--- src/rtl/fst_run_ctrl_if.sv ---
// fst_run_ctrl_if: request, core-side and status signals of the fst run/step/halt sequencer.
// slave is the sequencer side; master is the board/core side that drives requests.
interface fst_run_ctrl_if #(
  parameter int unsigned PC_W  = 16,
  parameter int unsigned CNT_W = 32
);
  logic             run_req;
  logic             step_req;
  logic             stop_req;
  logic             is_halt;
  logic [PC_W-1:0]  pc;
  logic [PC_W-1:0]  bp_addr;
  logic             bp_valid;
  logic             core_reset;
  logic             core_en;
  logic             halting;
  logic [2:0]       state_out;
  logic [CNT_W-1:0] cycle_cnt;
  logic             step_done;
  logic             bp_hit;

  modport slave (
    input  run_req, step_req, stop_req, is_halt, pc, bp_addr, bp_valid,
    output core_reset, core_en, halting, state_out, cycle_cnt, step_done, bp_hit
  );

  modport master (
    output run_req, step_req, stop_req, is_halt, pc, bp_addr, bp_valid,
    input  core_reset, core_en, halting, state_out, cycle_cnt, step_done, bp_hit
  );
endinterface

--- src/rtl/fst_run_ctrl.sv ---
// fst_run_ctrl: run/step/halt sequencer; owns core reset, per-cycle core enable and cycle count.
// The PC breakpoint is built only when FST_RUN_CTRL_BP_EN is defined.
module fst_run_ctrl #(
  parameter int unsigned PC_W       = 16,
  parameter int unsigned CNT_W      = 32,
  parameter int unsigned RST_CYCLES = 4
) (
  input logic           clk,
  input logic           reset_n,
  fst_run_ctrl_if.slave io_ctrl
);

  localparam int unsigned       INIT_W    = (RST_CYCLES > 1) ? $clog2(RST_CYCLES) : 1;
  localparam logic [INIT_W-1:0] INIT_LAST = INIT_W'(RST_CYCLES - 1);

  typedef enum logic [2:0] {
    StInit = 3'd0,
    StIdle = 3'd1,
    StRun  = 3'd2,
    StStep = 3'd3,
    StHalt = 3'd4
  } state_e;

  state_e            r_state;
  logic [INIT_W-1:0] r_init_cnt;
  logic [CNT_W-1:0]  r_cycle_cnt;
  logic              r_halting;
  logic              r_step_done;
  logic              r_bp_hit;
  logic              r_run_prev;
  logic              r_step_prev;
  logic              r_stop_prev;

  logic w_run_edge;
  logic w_step_edge;
  logic w_stop_edge;
  logic w_bp_match;
  logic w_core_en;
  logic w_cnt_sat;

  // History resets high so a request level held through reset never acts.
  always_ff @(posedge clk) begin
    if (!reset_n) begin
      r_run_prev  <= 1'b1;
      r_step_prev <= 1'b1;
      r_stop_prev <= 1'b1;
    end else begin
      r_run_prev  <= io_ctrl.run_req;
      r_step_prev <= io_ctrl.step_req;
      r_stop_prev <= io_ctrl.stop_req;
    end
  end

  assign w_run_edge  = io_ctrl.run_req  & ~r_run_prev;
  assign w_step_edge = io_ctrl.step_req & ~r_step_prev;
  assign w_stop_edge = io_ctrl.stop_req & ~r_stop_prev;

`ifdef FST_RUN_CTRL_BP_EN
  logic [PC_W-1:0] w_pc;
  logic [PC_W-1:0] w_bp_addr;
  logic            r_bp_skip;

  assign w_pc      = io_ctrl.pc;
  assign w_bp_addr = io_ctrl.bp_addr;

  // Masks the match on the first RUN cycle so resuming at bp_addr executes that instruction.
  always_ff @(posedge clk) begin
    if (!reset_n) begin
      r_bp_skip <= 1'b0;
    end else if (r_state == StIdle && w_run_edge) begin
      r_bp_skip <= 1'b1;
    end else if (r_state == StRun) begin
      r_bp_skip <= 1'b0;
    end
  end

  assign w_bp_match = (r_state == StRun) && io_ctrl.bp_valid && (w_pc == w_bp_addr) &&
                      !r_bp_skip;
`else
  logic [PC_W:0] w_unused_bp;
  assign w_unused_bp = {io_ctrl.bp_valid, io_ctrl.pc ^ io_ctrl.bp_addr};
  assign w_bp_match  = 1'b0;
`endif

  assign w_core_en = (r_state == StStep) || ((r_state == StRun) && !w_bp_match);
  assign w_cnt_sat = &r_cycle_cnt;

  always_ff @(posedge clk) begin
    if (!reset_n) begin
      r_state     <= StInit;
      r_init_cnt  <= '0;
      r_cycle_cnt <= '0;
      r_halting   <= 1'b0;
      r_step_done <= 1'b0;
      r_bp_hit    <= 1'b0;
    end else begin
      r_step_done <= 1'b0;
      r_bp_hit    <= 1'b0;
      if (w_core_en && !w_cnt_sat) begin
        r_cycle_cnt <= r_cycle_cnt + CNT_W'(1);
      end
      unique case (r_state)
        StInit: begin
          if (r_init_cnt == INIT_LAST) begin
            r_state    <= StIdle;
            r_init_cnt <= '0;
          end else begin
            r_init_cnt <= r_init_cnt + INIT_W'(1);
          end
        end
        StIdle: begin
          if (w_run_edge) begin
            r_state <= StRun;
          end else if (w_step_edge) begin
            r_state <= StStep;
          end
        end
        StRun: begin
          // is_halt only counts when the core actually executed this cycle.
          if (io_ctrl.is_halt && w_core_en) begin
            r_state   <= StHalt;
            r_halting <= 1'b1;
          end else if (w_bp_match) begin
            r_state  <= StIdle;
            r_bp_hit <= 1'b1;
          end else if (w_stop_edge) begin
            r_state <= StIdle;
          end
        end
        StStep: begin
          if (io_ctrl.is_halt) begin
            r_state   <= StHalt;
            r_halting <= 1'b1;
          end else begin
            r_state     <= StIdle;
            r_step_done <= 1'b1;
          end
        end
        StHalt: begin
          if (w_run_edge) begin
            r_state     <= StInit;
            r_init_cnt  <= '0;
            r_cycle_cnt <= '0;
            r_halting   <= 1'b0;
          end
        end
        default: begin
          r_state <= StInit;
        end
      endcase
    end
  end

  assign io_ctrl.core_reset = (r_state == StInit);
  assign io_ctrl.core_en    = w_core_en;
  assign io_ctrl.halting    = r_halting;
  assign io_ctrl.state_out  = r_state;
  assign io_ctrl.cycle_cnt  = r_cycle_cnt;
  assign io_ctrl.step_done  = r_step_done;
  assign io_ctrl.bp_hit     = r_bp_hit;

endmodule
--- src/flat_wrapper.sv ---
// flat-port wrapper written by rule: the top's interface ports become plain ports
module fst_run_ctrl_flat 
#(
  parameter int unsigned PC_W       = 16,
  parameter int unsigned CNT_W      = 32,
  parameter int unsigned RST_CYCLES = 4
)
  (clk, reset_n, io_ctrl_run_req, io_ctrl_step_req, io_ctrl_stop_req, io_ctrl_is_halt, io_ctrl_pc, io_ctrl_bp_addr, io_ctrl_bp_valid, io_ctrl_core_reset, io_ctrl_core_en, io_ctrl_halting, io_ctrl_state_out, io_ctrl_cycle_cnt, io_ctrl_step_done, io_ctrl_bp_hit);
  fst_run_ctrl_if #(.PC_W(PC_W), .CNT_W(CNT_W)) io_ctrl_i ();
  input logic clk;
  input logic reset_n;
  input wire logic [$bits(io_ctrl_i.run_req)-1:0] io_ctrl_run_req;
  input wire logic [$bits(io_ctrl_i.step_req)-1:0] io_ctrl_step_req;
  input wire logic [$bits(io_ctrl_i.stop_req)-1:0] io_ctrl_stop_req;
  input wire logic [$bits(io_ctrl_i.is_halt)-1:0] io_ctrl_is_halt;
  input wire logic [$bits(io_ctrl_i.pc)-1:0] io_ctrl_pc;
  input wire logic [$bits(io_ctrl_i.bp_addr)-1:0] io_ctrl_bp_addr;
  input wire logic [$bits(io_ctrl_i.bp_valid)-1:0] io_ctrl_bp_valid;
  output wire logic [$bits(io_ctrl_i.core_reset)-1:0] io_ctrl_core_reset;
  output wire logic [$bits(io_ctrl_i.core_en)-1:0] io_ctrl_core_en;
  output wire logic [$bits(io_ctrl_i.halting)-1:0] io_ctrl_halting;
  output wire logic [$bits(io_ctrl_i.state_out)-1:0] io_ctrl_state_out;
  output wire logic [$bits(io_ctrl_i.cycle_cnt)-1:0] io_ctrl_cycle_cnt;
  output wire logic [$bits(io_ctrl_i.step_done)-1:0] io_ctrl_step_done;
  output wire logic [$bits(io_ctrl_i.bp_hit)-1:0] io_ctrl_bp_hit;
  assign io_ctrl_i.run_req = io_ctrl_run_req;
  assign io_ctrl_i.step_req = io_ctrl_step_req;
  assign io_ctrl_i.stop_req = io_ctrl_stop_req;
  assign io_ctrl_i.is_halt = io_ctrl_is_halt;
  assign io_ctrl_i.pc = io_ctrl_pc;
  assign io_ctrl_i.bp_addr = io_ctrl_bp_addr;
  assign io_ctrl_i.bp_valid = io_ctrl_bp_valid;
  assign io_ctrl_core_reset = io_ctrl_i.core_reset;
  assign io_ctrl_core_en = io_ctrl_i.core_en;
  assign io_ctrl_halting = io_ctrl_i.halting;
  assign io_ctrl_state_out = io_ctrl_i.state_out;
  assign io_ctrl_cycle_cnt = io_ctrl_i.cycle_cnt;
  assign io_ctrl_step_done = io_ctrl_i.step_done;
  assign io_ctrl_bp_hit = io_ctrl_i.bp_hit;
  fst_run_ctrl #(.PC_W(PC_W), .CNT_W(CNT_W), .RST_CYCLES(RST_CYCLES)) u_core (.clk(clk), .reset_n(reset_n), .io_ctrl(io_ctrl_i));
endmodule
--- config.mk ---
export PLATFORM = sky130hd
export DESIGN_NAME = fst_run_ctrl_flat
export DESIGN_NICKNAME = d
export VERILOG_FILES = /design/src/rtl/fst_run_ctrl_if.sv /design/src/rtl/fst_run_ctrl.sv /design/src/flat_wrapper.sv
export SDC_FILE = /design/constraint.sdc
export NUM_CORES = 1
export LEC_CHECK = 0
export ABC_CLOCK_PERIOD_IN_PS = 2700
export CORE_UTILIZATION = 44
export DETAILED_ROUTE_END_ITERATION = 12
export PLACE_DENSITY_LB_ADDON = 0.12
export SLEW_MARGIN = 10
export SYNTH_ARGS = -nofsm -noshare
export SYNTH_HDL_FRONTEND = slang
export SYNTH_SLANG_ARGS = --single-unit
--- constraint.sdc ---
create_clock -name clk -period 2.7 [get_ports clk]
set_input_delay 0.405 -clock clk [delete_from_list [all_inputs] [get_ports clk]]
set_output_delay 0.405 -clock clk [all_outputs]
set_load 0.02 [all_outputs]
==> results of run 1 <==
==> routing by layer <==
| layer | track usage, % | up-vias | share of wire, % |
|---|---|---|---|
| met3 | 5.063 | 6 | 3.8 |
| met1 | 28.94 | 978 | 49 |
| met5 | 0 | - | 0 |
| met2 | 33.54 | 42 | 46 |
| li1 | - | 1050 | - |
| met4 | 8.222 | 0 | 1.4 |
==> layout by cell type, fill, tap and decap left out, types with 6 or more instances in the layout <==
| master | Yosys | routed |
|---|---|---|
| or3_1 | 11 | 11 |
| nor3_1 | 8 | 8 |
| nor2_1 | 18 | 18 |
| inv_1 | 6 | 6 |
| nand2_1 | 23 | 23 |
| a21oi_1 | 19 | 19 |
| or4_1 | 8 | 8 |
| o21ai_0 | 14 | 14 |
| nand2b_1 | 8 | 8 |
| dfxtp_1 | 42 | 42 |
| clkbuf_8 | 0 | 6 |
| clkdlybuf4s50_1 | 0 | 44 |
| nand3_1 | 14 | 14 |
| nand4_1 | 11 | 11 |
==> state kept, by name, summed over array words and instances (netlist names) <==
register / flops
u_core.r_init_cnt: 2
u_core.io_ctrl.state_out: 3
u_core.r_step_prev: 1
u_core.r_run_prev: 1
u_core.io_ctrl.cycle_cnt: 32
u_core.r_stop_prev: 1
u_core.io_ctrl.step_done: 1
u_core.io_ctrl.halting: 1
==> through the flow <==
stage,util (%),total power [uW]
finish,59.96,1274
global route,59.96,1343
CTS,59.96,1291
detailed placement,58.11,889.8
global placement,58.11,886.6
floorplan,-,816.5
==> worst min-delay path: stages, from the launching register on <==
cell	delay [ns]
dfxtp_1	0.33
a21oi_1	0.04
nor2_1	0.07
==> worst max-delay path by stage <==
stage / start / to / slack [ns] / cells after the start
3_5_place_dp: u_core.io_ctrl.state_out[2] / u_core.io_ctrl.cycle_cnt[22] / 0.41 / 6
3_3_place_gp: u_core.io_ctrl.state_out[1] / u_core.io_ctrl.cycle_cnt[22] / 0.43 / 6
4_1_cts: u_core.io_ctrl.state_out[1] / u_core.io_ctrl.cycle_cnt[22] / 0.39 / 6
5_1_grt: u_core.io_ctrl.state_out[1] / u_core.io_ctrl.cycle_cnt[22] / 0.20 / 6
2_1_floorplan: u_core.io_ctrl.state_out[1] / u_core.io_ctrl.cycle_cnt[26] / 0.53 / 6
6_report: u_core.io_ctrl.state_out[1] / u_core.io_ctrl.cycle_cnt[22] / 0.39 / 6
==> where the power goes <==
| part | switching (uW) | total [uW] | internal [uW] | leakage, uW |
|---|---|---|---|---|
| clock network | 202 | 400 | 197 | 0.0000431 |
| registers | 28.3 | 673 | 645 | 0.000340 |
| logic | 112 | 201 | 88.6 | 0.000484 |
| total | 343 | 1270 | 931 | 0.000867 |
==> cell families after synthesis <==
logic type | synth area share (%)
buffers and inverters | 3.679
flip-flops | 39.88
AND/OR/NAND/NOR | 32.52
multiplexers | 0.9496
other | 0.1779
AO/OA/AOI/OAI | 19.11
XOR/XNOR | 2.493
adder cells (fa/ha/maj) | 1.187
==> layout make-up <==
| class | count | share of cell area (%) |
|---|---|---|
| Multi-Input combinational cell | 196 | 44.36 |
| Sequential cell | 42 | 31.34 |
| Timing Repair Buffer | 49 | 17.82 |
| Clock buffer | 6 | 3.078 |
| Tap cell | 52 | 2.425 |
| Inverter | 7 | 0.9795 |
==> qor.yml, run 1 <==
cells_and_area:
  drive_gt1_share_pct: 6.667
  syn_to_final_growth_pct: 27.24
  postLayoutCellArea_sq_um: 2683
  regArea_sq_um: 840.8
  multiInputGateArea_sq_um: 1190
  fill_cells: 444
  antenna_cells: 0
  instances_no_fill: 352
  num-nets-final: 342
logic_synthesis:
  yosysTopAreaCell: "dfxtp_1"
  synthTopCellsByArea: "dfxtp_1 40%, a21oi_1 4.5%, nand2_1 4.1%"
  yosys-top-cells-count: "42 x dfxtp_1, 23 x nand2_1, 19 x a21oi_1, 18 x nor2_1"
  yosysUniqueCellTypes: 48
  syn_nets: 296
  synth_edf_count: 0
  ys.flop_type: "dfxtp_1"
  yosysTopAreaCellShare_pct: 39.88
  netlist_area_sq_um: 2108
  ys_seq_area_share_pct: 39.88
  ys_warn_count: 0
  async_reset_ff_share_pct: 0
  synth-seq-cells: 42
  synthCells: 255
  yosysMostFrequentCell: "dfxtp_1"
  synth_area_per_cell_sq_um: 8.268
setup_path:
  worst_path_dominant_cell_family: "compound AO/OA/AOI/OAI gates"
  slowest_stage: "a2111oi_0"
  path_buf_inv: 1
  cp_cell_sequence: "nand2b_2, inv_2, nand4_1, a2111oi_0, and3_1, mux2i_1"
  cpPeakStageDelay_ns: 0.72
  crit_fanout: 9
  endpoint_kind: "register"
  rr_endpoint: "u_core.io_ctrl.cycle_cnt[22]"
  rr_startpoint: "u_core.io_ctrl.state_out[1]"
  cp.arrival_ns: 2.54
  critPathRequiredTime_ns: 2.92
  critPathKind: "register to register"
  reg2reg_depth: 6
  r2r_slack_ns: 0.39
  crit_path_start_kind: "register"
job:
  maxCapViolations: 0
place:
  place_congestion: 0.8424
  hpwl_mm: 3.692
  place_area_sq_um: 2600
  io_buffers: 44
  dpl.cell_count: 346
  dp_slack_ns: 0.4147
grt:
  grt_pass1_vias: 1903
  grt_max_degree: 30
  grt_pass1_wl_mm: 8.604
  antenna_found_initial: 0
  grt.total_usage_pct: 21.50
  grt_overflow: 0
clock_tree:
  cts.sinks: 42
  cts_buffers: 5
  ctsRootBufferMaster: "clkbuf_8"
  post_cts_resized: 0
  htreeDepth: 2
  cts_setup_buffers: 0
  insertion_delay_ns: 0.29
  cts_hold_buf: 0
  clockBufferDepth: 2
  tritoncts: "done"
  clkSlewWorstSetupHoldPaths_ns: 0.08
die:
  die_height_um: 71.22
  die_width_um: 71.22
  io_pins: 79
  dieArea_sq_um: 5072
  rows: 24
  coreArea_sq_um: 4474
  start_util_pct: 47.12
timing:
  setup_viol: 0
  post-route-period-util_pct: 85.64
  rsz0062_at_grt: "false"
  tightest_slew_ns: 0.7186
  max_slew_margin_pct: 50.85
  fin_tns_setup_ns: 0
  slew_viol_final: 0
  clock.fmax_mhz: 432.5
  hold_viol: 0
  fin_crit_ns: 2.312
  hold_slack_ns: 0.4778
  fin_ws_ns: 0.3876
  skew_ns: 0.003466
route:
  viasPerCell: 5.898
  vias: 2076
  routed_wl_mm: 5.115
  route.detailed.drc: 4
  first_pass_iters: 9
  wire_per_inst_um: 14.53
  ant_nets: 0
  drt_iter0_markers: 145
status:
  outcome: "finished, violations left"
  violations: "DRC"
power:
  power_leakage_uw: 0.0008670
  ir_drop_mv: 0.3034
  power.density_nw_per_um2: 474.8
worst_hold_path:
  min_to: "u_core.io_ctrl.halting"
  holdCritStartpoint: "u_core.io_ctrl.halting"
  hold_class: "register to register"
  whs_path_depth: 2
Power figures use the tool's default switching activity.
==> run 2, diff against run 1 <==
--- a/config.mk
+++ b/config.mk
@@ -13,3 +13,4 @@
 export SYNTH_ARGS = -nofsm -noshare
 export SYNTH_HDL_FRONTEND = slang
 export SYNTH_SLANG_ARGS = --single-unit
+export TNS_END_PERCENT = 10
==> results of run 2 <==
Final layout, timing and power as in run 1 (identical DEF).
==> run 3, diff against run 2 <==
--- a/config.mk
+++ b/config.mk
@@ -6,6 +6,7 @@
 export NUM_CORES = 1
 export LEC_CHECK = 0
 export ABC_CLOCK_PERIOD_IN_PS = 2700
+export CORE_MARGIN = 2
 export CORE_UTILIZATION = 44
 export DETAILED_ROUTE_END_ITERATION = 12
 export PLACE_DENSITY_LB_ADDON = 0.12
==> qor.yml, run 3 (same netlist as run 1, synthesis figures left out) <==
job:
  maxCapViolations: 0  # unchanged
cells_and_area:
  final_cell_mix: "44 x clkdlybuf4s50_1, 42 x dfxtp_1, 23 x nand2_1"
  drive_gt1_share_pct: 8.469  # +1.8 points
  antenna_cells: 0  # unchanged
  fin_util_pct: 58.60  # -1.4 points
  num-nets-final: 347  # +1.5%
  regArea_sq_um: 840.8  # unchanged
  multiInputGateArea_sq_um: 1190  # unchanged
  syn_to_final_growth_pct: 29.55
  fill_cells: 443  # -0.23%
  final_common_cell: "clkdlybuf4s50_1"
  largest_reg_flops: 32  # unchanged
route:
  routed_wl_mm: 5.220  # +2.1%
  wire_per_inst_um: 14.46  # -0.49%
  vias: 2102  # +1.3%
  route.detailed.drc: 0  # -4
  drt_iter0_markers: 102  # -30%
  viasPerCell: 5.823  # -1.3%
  first_pass_iters: 4  # -5
  ant_nets: 0  # unchanged
die:
  die_width_um: 73.22  # +2.8%
  rows: 25  # +4.2%
  coreArea_sq_um: 4661  # +4.2%
  dieArea_sq_um: 5361  # +5.7%
  start_util_pct: 45.23  # -1.9 points
  die_height_um: 73.22  # +2.8%
  io_pins: 79  # unchanged
clock_tree:
  clockBufferDepth: 2  # unchanged
  insertion_delay_ns: 0.30  # about the same
  htreeDepth: 2  # unchanged
  cts.sinks: 42  # unchanged
  cts_setup_buffers: 0  # unchanged
  post_cts_resized: 0  # unchanged
  cts_hold_buf: 0  # unchanged
  ctsRootBufferMaster: "clkbuf_8"
  clkSlewWorstSetupHoldPaths_ns: 0.08  # about the same
  tritoncts: "done"
  cts_buffers: 5  # unchanged
setup_path:
  critPathRequiredTime_ns: 2.92  # about the same
  cpPeakStageDelay_ns: 0.59  # -0.13 ns
  endpoint_kind: "register"
  slowest_stage: "a31o_2"
  path_buf_inv: 0  # -1
  crit_path_start_kind: "register"
  cp_cell_sequence: "nand4_4, nor4_1, a31o_2, o21ai_0, a21oi_1"
  worst_path_dominant_cell_family: "compound AO/OA/AOI/OAI gates"
  critPathKind: "register to register"
  r2r_slack_ns: 0.51  # +0.12 ns
  crit_fanout: 29  # +20
  cp.arrival_ns: 2.41  # -0.13 ns
place:
  io_buffers: 44  # unchanged
  place_congestion: 0.8212  # -2.5%
  hpwl_mm: 3.788  # +2.6%
grt:
  grt_pass1_vias: 1842  # -3.2%
  grt_pass1_wl_mm: 8.638  # +0.40%
  antenna_found_initial: 0  # unchanged
  grt_overflow: 0  # unchanged
  grt_max_degree: 30  # unchanged
  grt.total_usage_pct: 20.55  # -0.95 points
timing:
  post-route-period-util_pct: 81.03  # -4.6 points
  slew_viol_final: 0  # unchanged
  rsz0062_at_grt: "false"
  setup_viol: 0  # unchanged
  hold_viol: 0  # unchanged
  tightest_slew_ns: 0.6224  # -0.09623 ns
  skew_ns: 0.006010  # +0.002544 ns
  clock.fmax_mhz: 457.1  # +5.7%
  fin_crit_ns: 2.188  # -0.1246 ns
  fin_tns_setup_ns: 0  # unchanged
  max_slew_margin_pct: 58.19  # +7.3 points
power:
  power_leakage_uw: 0.0008974  # +3.5%
  ir_drop_mv: 0.2951  # -2.7%
  power.density_nw_per_um2: 476.0  # +0.25%
worst_hold_path:
  hold_class: "register to register"
status:
  outcome: "finished clean"
==> run 3: final cells by class <==
| cell class | instances | share of cell area [%] |
|---|---|---|
| clock buffer | 7 | 3.161 |
| clock inverter | 1 | 0.1832 |
| inverter | 7 | 0.9620 |
| multi-input combinational | 196 | 43.56 |
| sequential | 42 | 30.78 |
| tap | 54 | 2.474 |
| timing repair buffer | 54 | 18.87 |
==> run 3: path summary, 6_finish.rpt <==
path	start	endpoint	cells after the start
max	u_core.io_ctrl.cycle_cnt[5]	u_core.io_ctrl.cycle_cnt[15]	5
min	u_core.io_ctrl.halting	u_core.io_ctrl.halting	2
max reg2reg	u_core.io_ctrl.cycle_cnt[5]	u_core.io_ctrl.cycle_cnt[15]	5
min reg2reg	u_core.io_ctrl.halting	u_core.io_ctrl.halting	2
==> run 3: tightest hold or removal path: stages (launching register included) <==
cell     delay, ns
dfxtp_1       0.34
a21oi_1       0.04
nor2_1        0.07
==> run 3: layer usage <==
layer | part of all wire, % | GRT usage [%] | routed length [um] | up-vias
met5 | 0 | 0 | 0 | -
met4 | 1.6 | 6.996 | 82 | 0
met3 | 4.5 | 4.696 | 233 | 9
met2 | 44 | 31.03 | 2306 | 45
met1 | 50 | 28.78 | 2598 | 982
li1 | - | - | - | 1066
==> run 3: report_power, final <==
group / internal (uW) / switching, uW / total, uW
sequential: 645 / 30.0 / 675
combinational: 89.4 / 113 / 203
clock: 206 / 216 / 423
==> run 3: per-stage QoR <==
step	cells	worst slack [ns]	area [sq um]	total power, uW	hold WS, ns
after detailed placement	353	0.5191	2640	892.1	0.4695
after CTS	361	0.4973	2731	1311	0.4848
after global routing	361	0.2979	2731	1357	0.5079
after floorplan	255	0.5331	2108	816.5	0.4695
final	361	0.5122	2731	1300	0.4833
after global placement	353	0.5340	2640	886.6	0.4581
